**src/rtl/counter_reload_down.sv**
```systemverilog
// Loadable down-counter with periodic reload or one-shot stop, start/stop control and a busy flag.
// Define COUNTER_RELOAD_DOWN_ONESHOT_EN to honour the `one` input; otherwise the block is always periodic.
module counter_reload_down #(
  parameter int WIDTH = 4
) (
  input  logic             clk,
  input  logic             rst,
  input  logic             ena,
  input  logic [WIDTH-1:0] max,
  input  logic             str,
  input  logic             stp,
  input  logic             one,
  output logic [WIDTH-1:0] cnt,
  output logic             pls,
  output logic             bsy
);

  typedef enum logic {IDLE, RUN} state_t;

  state_t state;
  logic   at_zero;

  assign at_zero = (cnt == '0);
  // Terminal pulse comes from registered state only, so it does not wait on ena.
  assign pls     = bsy && at_zero;

`ifndef COUNTER_RELOAD_DOWN_ONESHOT_EN
  logic one_unused;
  assign one_unused = one;
`endif

  always_ff @(posedge clk or posedge rst) begin
    if (rst) begin
      state <= IDLE;
      cnt   <= '0;
      bsy   <= 1'b0;
    end else begin
      case (state)
        IDLE: begin
          // A stop in the same cycle as a start keeps the counter idle.
          if (str && !stp) begin
            state <= RUN;
            bsy   <= 1'b1;
            cnt   <= max;
          end
        end
        RUN: begin
          if (stp) begin
            state <= IDLE;
            bsy   <= 1'b0;
            cnt   <= '0;
          end else if (str) begin
            cnt <= max;
          end else if (ena) begin
            if (!at_zero) begin
              cnt <= cnt - 1'b1;
            end else begin
`ifdef COUNTER_RELOAD_DOWN_ONESHOT_EN
              if (one) begin
                state <= IDLE;
                bsy   <= 1'b0;
              end else begin
                cnt <= max;
              end
`else
              cnt <= max;
`endif
            end
          end
        end
        default: begin
          state <= IDLE;
          bsy   <= 1'b0;
          cnt   <= '0;
        end
      endcase
    end
  end

endmodule

```
**config.mk**
```make
export PLATFORM = sky130hd
export DESIGN_NAME = counter_reload_down
export DESIGN_NICKNAME = d
export VERILOG_FILES = /design/src/rtl/counter_reload_down.sv
export SDC_FILE = /design/constraint.sdc
export NUM_CORES = 1
export LEC_CHECK = 0
export ABC_AREA = 1
export CORE_AREA = 2 2 39 41
export CTS_BUF_LIST = sky130_fd_sc_hd__clkbuf_16
export CTS_CLUSTER_SIZE = 40
export DETAILED_ROUTE_END_ITERATION = 8
export DIE_AREA = 0 0 41 43
export PLACE_DENSITY_LB_ADDON = 0.05
export SLEW_MARGIN = 20
export SYNTH_ARGS = -nofsm -noshare
export SYNTH_HDL_FRONTEND = slang
export SYNTH_SLANG_ARGS = --single-unit
```
**constraint.sdc**
```tcl
create_clock -name clk -period 1.76 [get_ports clk]
set_clock_uncertainty 0.1 [all_clocks]
set_input_delay 0.264 -clock clk [delete_from_list [all_inputs] [get_ports clk]]
set_output_delay 0.264 -clock clk [all_outputs]
set_load 0.05 [all_outputs]
```
Word-level counts from Yosys, hierarchy flattened

Cells that the tools add are included.

Input bits: 10
Output and inout port bits: 6
Flip-flop bits (word level): 6
Logic and storage cells: 26

Eq/ne operators: 3
Bitwise operators: 1
Reductions and logical operators: 6
Mux-type cells: 12
Add/sub/neg operators: 1

Operators by type and width:

| operator                                                           | count |
|---|---|
| 4-bit two-way mux                                                  | 5 |
| 4-bit one-hot mux with 2 select lines                              | 1 |
| 4-bit zero test                                                    | 1 |
| 1-bit two-way mux                                                  | 4 |
| 2-bit != test, second input constant                               | 2 |
| 4-bit != test, second input constant                               | 1 |
| 1-bit one-hot mux with 2 select lines                              | 2 |
| 2-bit AND reduction                                                | 2 |
| 4-bit by 1-bit subtractor with 4-bit output, second input constant | 1 |
| 1-bit logical AND                                                  | 2 |
| 1-bit zero test                                                    | 1 |
| 1-bit inverter                                                     | 1 |

Depth between registers and ports, before layout

Depth in word-level cells: 6
Gate-level depth with buffers: 8
Depth with buffers taken out: 8

Worst setup path after synthesis

Ideal clock, no wire load.

Kind: reg2out
Start: reg cnt[0]
End: out pls
Data required time: 1.396 ns
Slack: -0.232 ns
Cell stages (with the launch flop): 5
Arrival time: 1.628 ns
Buffers on the path: 0
Cells stage by stage: dfrtp_1 -> inv_1 -> ha_1 -> nand2_1 -> nor2_1

Cells in the longest elaborated chain, start to end: 2

Ends and longest elaborated chain:

| item                     | RTL line | source |
|---|---|---|
| start: declaration       | 13       | `output logic [WIDTH-1:0] cnt,` |
| start signal: assignment | 44       | `cnt <= max;` |
| start signal: assignment | 53       | `cnt <= max;` |
| start signal: assignment | 56       | `cnt <= cnt - 1'b1;` |
| 4-bit zero test          | 23       | `assign at_zero = (cnt == '0);` |
| 1-bit logical AND        | 25       | `assign pls = bsy && at_zero;` |
| end: declaration         | 14       | `output logic pls,` |

Every way passes these cells.

Worst setup path in the final report

Ends and elaborated chain as after synthesis.

==> run summary <==
Most common library cells after synthesis: 16 x inv_1, 15 x nand2_1, 7 x nor2_1, 6 x dfrtp_1
Layout area overhead: 54.1%
Synth Register Bits: 6
Sw Ratio: 0.330
RR Startpoint: cnt[0]
FF-to-FF path depth: 8
Clock-pin slew on the worst setup and hold paths: 0.03 ns
CP max stage delay: 0.40 ns
CP endpoint kind: output port
Critical R2R Capture: cnt[3]
Internal: 0.549 mW
Post-DR vias/cell: 4.35
RSZ-0062 raised after global routing: no
Number of flops mapped to enable cells by yosys: 0
Type of origin of the critical path: register
Mapped Cells: 66
TritonCTS Buffers: 3
GRT Overall Usage: 0.146
Fin crit share: 0.931
Clk sinks: 6
Top Ports: 16
Synth top area cells: dfrtp_1 34%, inv_1 14%, nand2_1 13%
Yosys Warn Count: 0
GR Overflow Total: 0
Fin. Hold Viols: 0
Die W: 41 um
Die H: 43 um
# hold bufs at CTS: 0
Worst path required time: 1.40 ns
Synth cell types: 13
Setup_tns: 0 ns
Fin. max-slew vios: 0
Register area share after synthesis: 0.338
Hpwl dp: 768 um
Sequential power share: 0.231
PostCTS Resize Cnt: 0
Slew @ Worst Pin: 0.265 ns
First-pass GRT wire length: 1640 um
DRC Markers: 0
H-tree depth: 1
Fraction of layout instances using a drive strength above 1: 0.229
Antenna violations before repair: 0
Psw: 0.270 mW
Die area: 0.00176 mm^2
Achievable Freq: 0.610 GHz
Core Box Area: 0.00138 mm^2
Setup violators final: 0
Cell area after synthesis: 444 um^2
Largest net degree at the start of global routing: 9
Antenna Cells: 0
Placed cell area: 609 um^2
Min-delay worst type: input pin to async pin
Post-CTS Repair Setup Buffers: 0
Vias: 431
Top cell family by delay on the critical path: flip-flops
Post-layout min period: 1.64 ns
Largest area contributor in the netlist: dfrtp_1
Peak VDD IR: 897 uV
Post-route cell area: 684 um^2
Wire length per cell: 9.90 um
Layout net count: 97
Critical path buffers and inverters: 2
Avg Inst Size Synth: 6.73 um^2
Status: finished clean
GP Congestion: 0.709
Root buf cell: clkbuf_16
Slew headroom: 0.823
CP max stage cell: dfrtp_1
Initial DRC count: 1
Crit-path max FO: 4
CP Data Arrival Time: 1.27 ns
Predominant post-synthesis flop cell: dfrtp_1
Starting density of the core: 0.321
FP Rows: 14
Final core utilization: 0.495
Pwr dens: 1200 mW/mm^2
R2R Setup Slk: 0.30 ns
Leakage: 0.365 nW
Vias in the first global route: 425
Initial DRT Pass Iterations: 2
Share of the synthesized area in the top cell type: 0.338
Critical path, cell by cell: inv_2 -> ha_1 -> nand2_1 -> nor2_4 -> buf_12
DRT antenna net count: 0
Clock buffer depth: 2
Crit path kind: register to output port
Max-cap violations: 0
Most common cell in the netlist: inv_1
Final hold slack: 0.164 ns
Post-synth ARST share: 1.00
Detailed Route WL: 980 um
CTS tree: yes
Clock share of power: 0.447
Clock latency on the worst-skew pair: 0.23 ns
Mapped Nets: 78
Port Buffer Count: 14
Combinational share of power: 0.322
==> how the worst max path moves through the flow <==
stage	from	end	slack, ns	cells past startpoint
2_1_floorplan	cnt[0]	cnt[0]	0.04	8
3_3_place_gp	stp	cnt[3]	0.24	7
3_5_place_dp	stp	cnt[0]	0.22	7
4_1_cts	cnt[0]	pls	0.06	5
5_1_grt	cnt[0]	pls	0.05	5
6_report	cnt[0]	pls	0.12	5
==> flip-flops by register name, indices dropped and copies added (netlist names) <==
register / cells
bsy: 1
cnt: 4
state: 1
==> metrics by stage <==
step	total power, mW	worst slack (ns)	cells
after floorplan	0.374	0.0363	66
after detailed placement	0.457	0.218	96
after global routing	0.870	0.0482	99
after global placement	0.455	0.244	96
after CTS	0.829	0.0609	99
final	0.819	0.122	99
==> power by group through the flow <==
stage                     registers (mW)  clock network, mW  logic (mW)
after floorplan                    0.262                  0       0.112
after global placement             0.190                  0       0.265
after detailed placement           0.191                  0       0.266
after CTS                          0.190              0.372       0.268
after global routing               0.193              0.382       0.294
final                              0.189              0.366       0.264
==> final cells by class <==
cell class | instances | area, um^2
inverters | 17 | 63.8
fillers | 146 | 699
well taps | 16 | 20.0
flip-flops and latches | 6 | 150
repair buffers | 14 | 138
multi-input cells | 43 | 238
clock buffers | 3 | 75.1
==> metal layers <==
layer	part of all wire	track usage
met1	0.47	0.177
met2	0.44	0.200
met3	0.050	0.0314
met4	0.040	0.140
met5	0	0
==> worst register-to-register path, stage by stage (launching register included) <==
cell,delay (ns)
dfrtp_1,0.39
inv_2,0.07
ha_1,0.20
nand2_1,0.16
nand2_2,0.13
inv_2,0.10
nand3_1,0.07
nand2_1,0.08
a21oi_2,0.05
==> cell families after synthesis <==
| kind of cell | after synthesis | synth area share |
|---|---|---|
| XOR/XNOR | 1 | 0.0197 |
| adder cells (fa/ha/maj) | 2 | 0.0563 |
| AO/OA/AOI/OAI | 11 | 0.166 |
| buffers and inverters | 17 | 0.144 |
| AND/OR/NAND/NOR | 29 | 0.276 |
| flip-flops | 6 | 0.338 |
==> cells in the final DEF (no fill, tap or decap), drive strengths merged <==
cell           instances
nand2                 17
inv                   17
clkdlybuf4s50          8
nor2                   7
dfrtp                  6
o21ai                  6
buf                    6
a21oi                  5
nand3                  4
clkbuf                 3
ha                     2
nand3b                 1
xnor2                  1
Note: power is estimated with default switching activity, not from simulation.
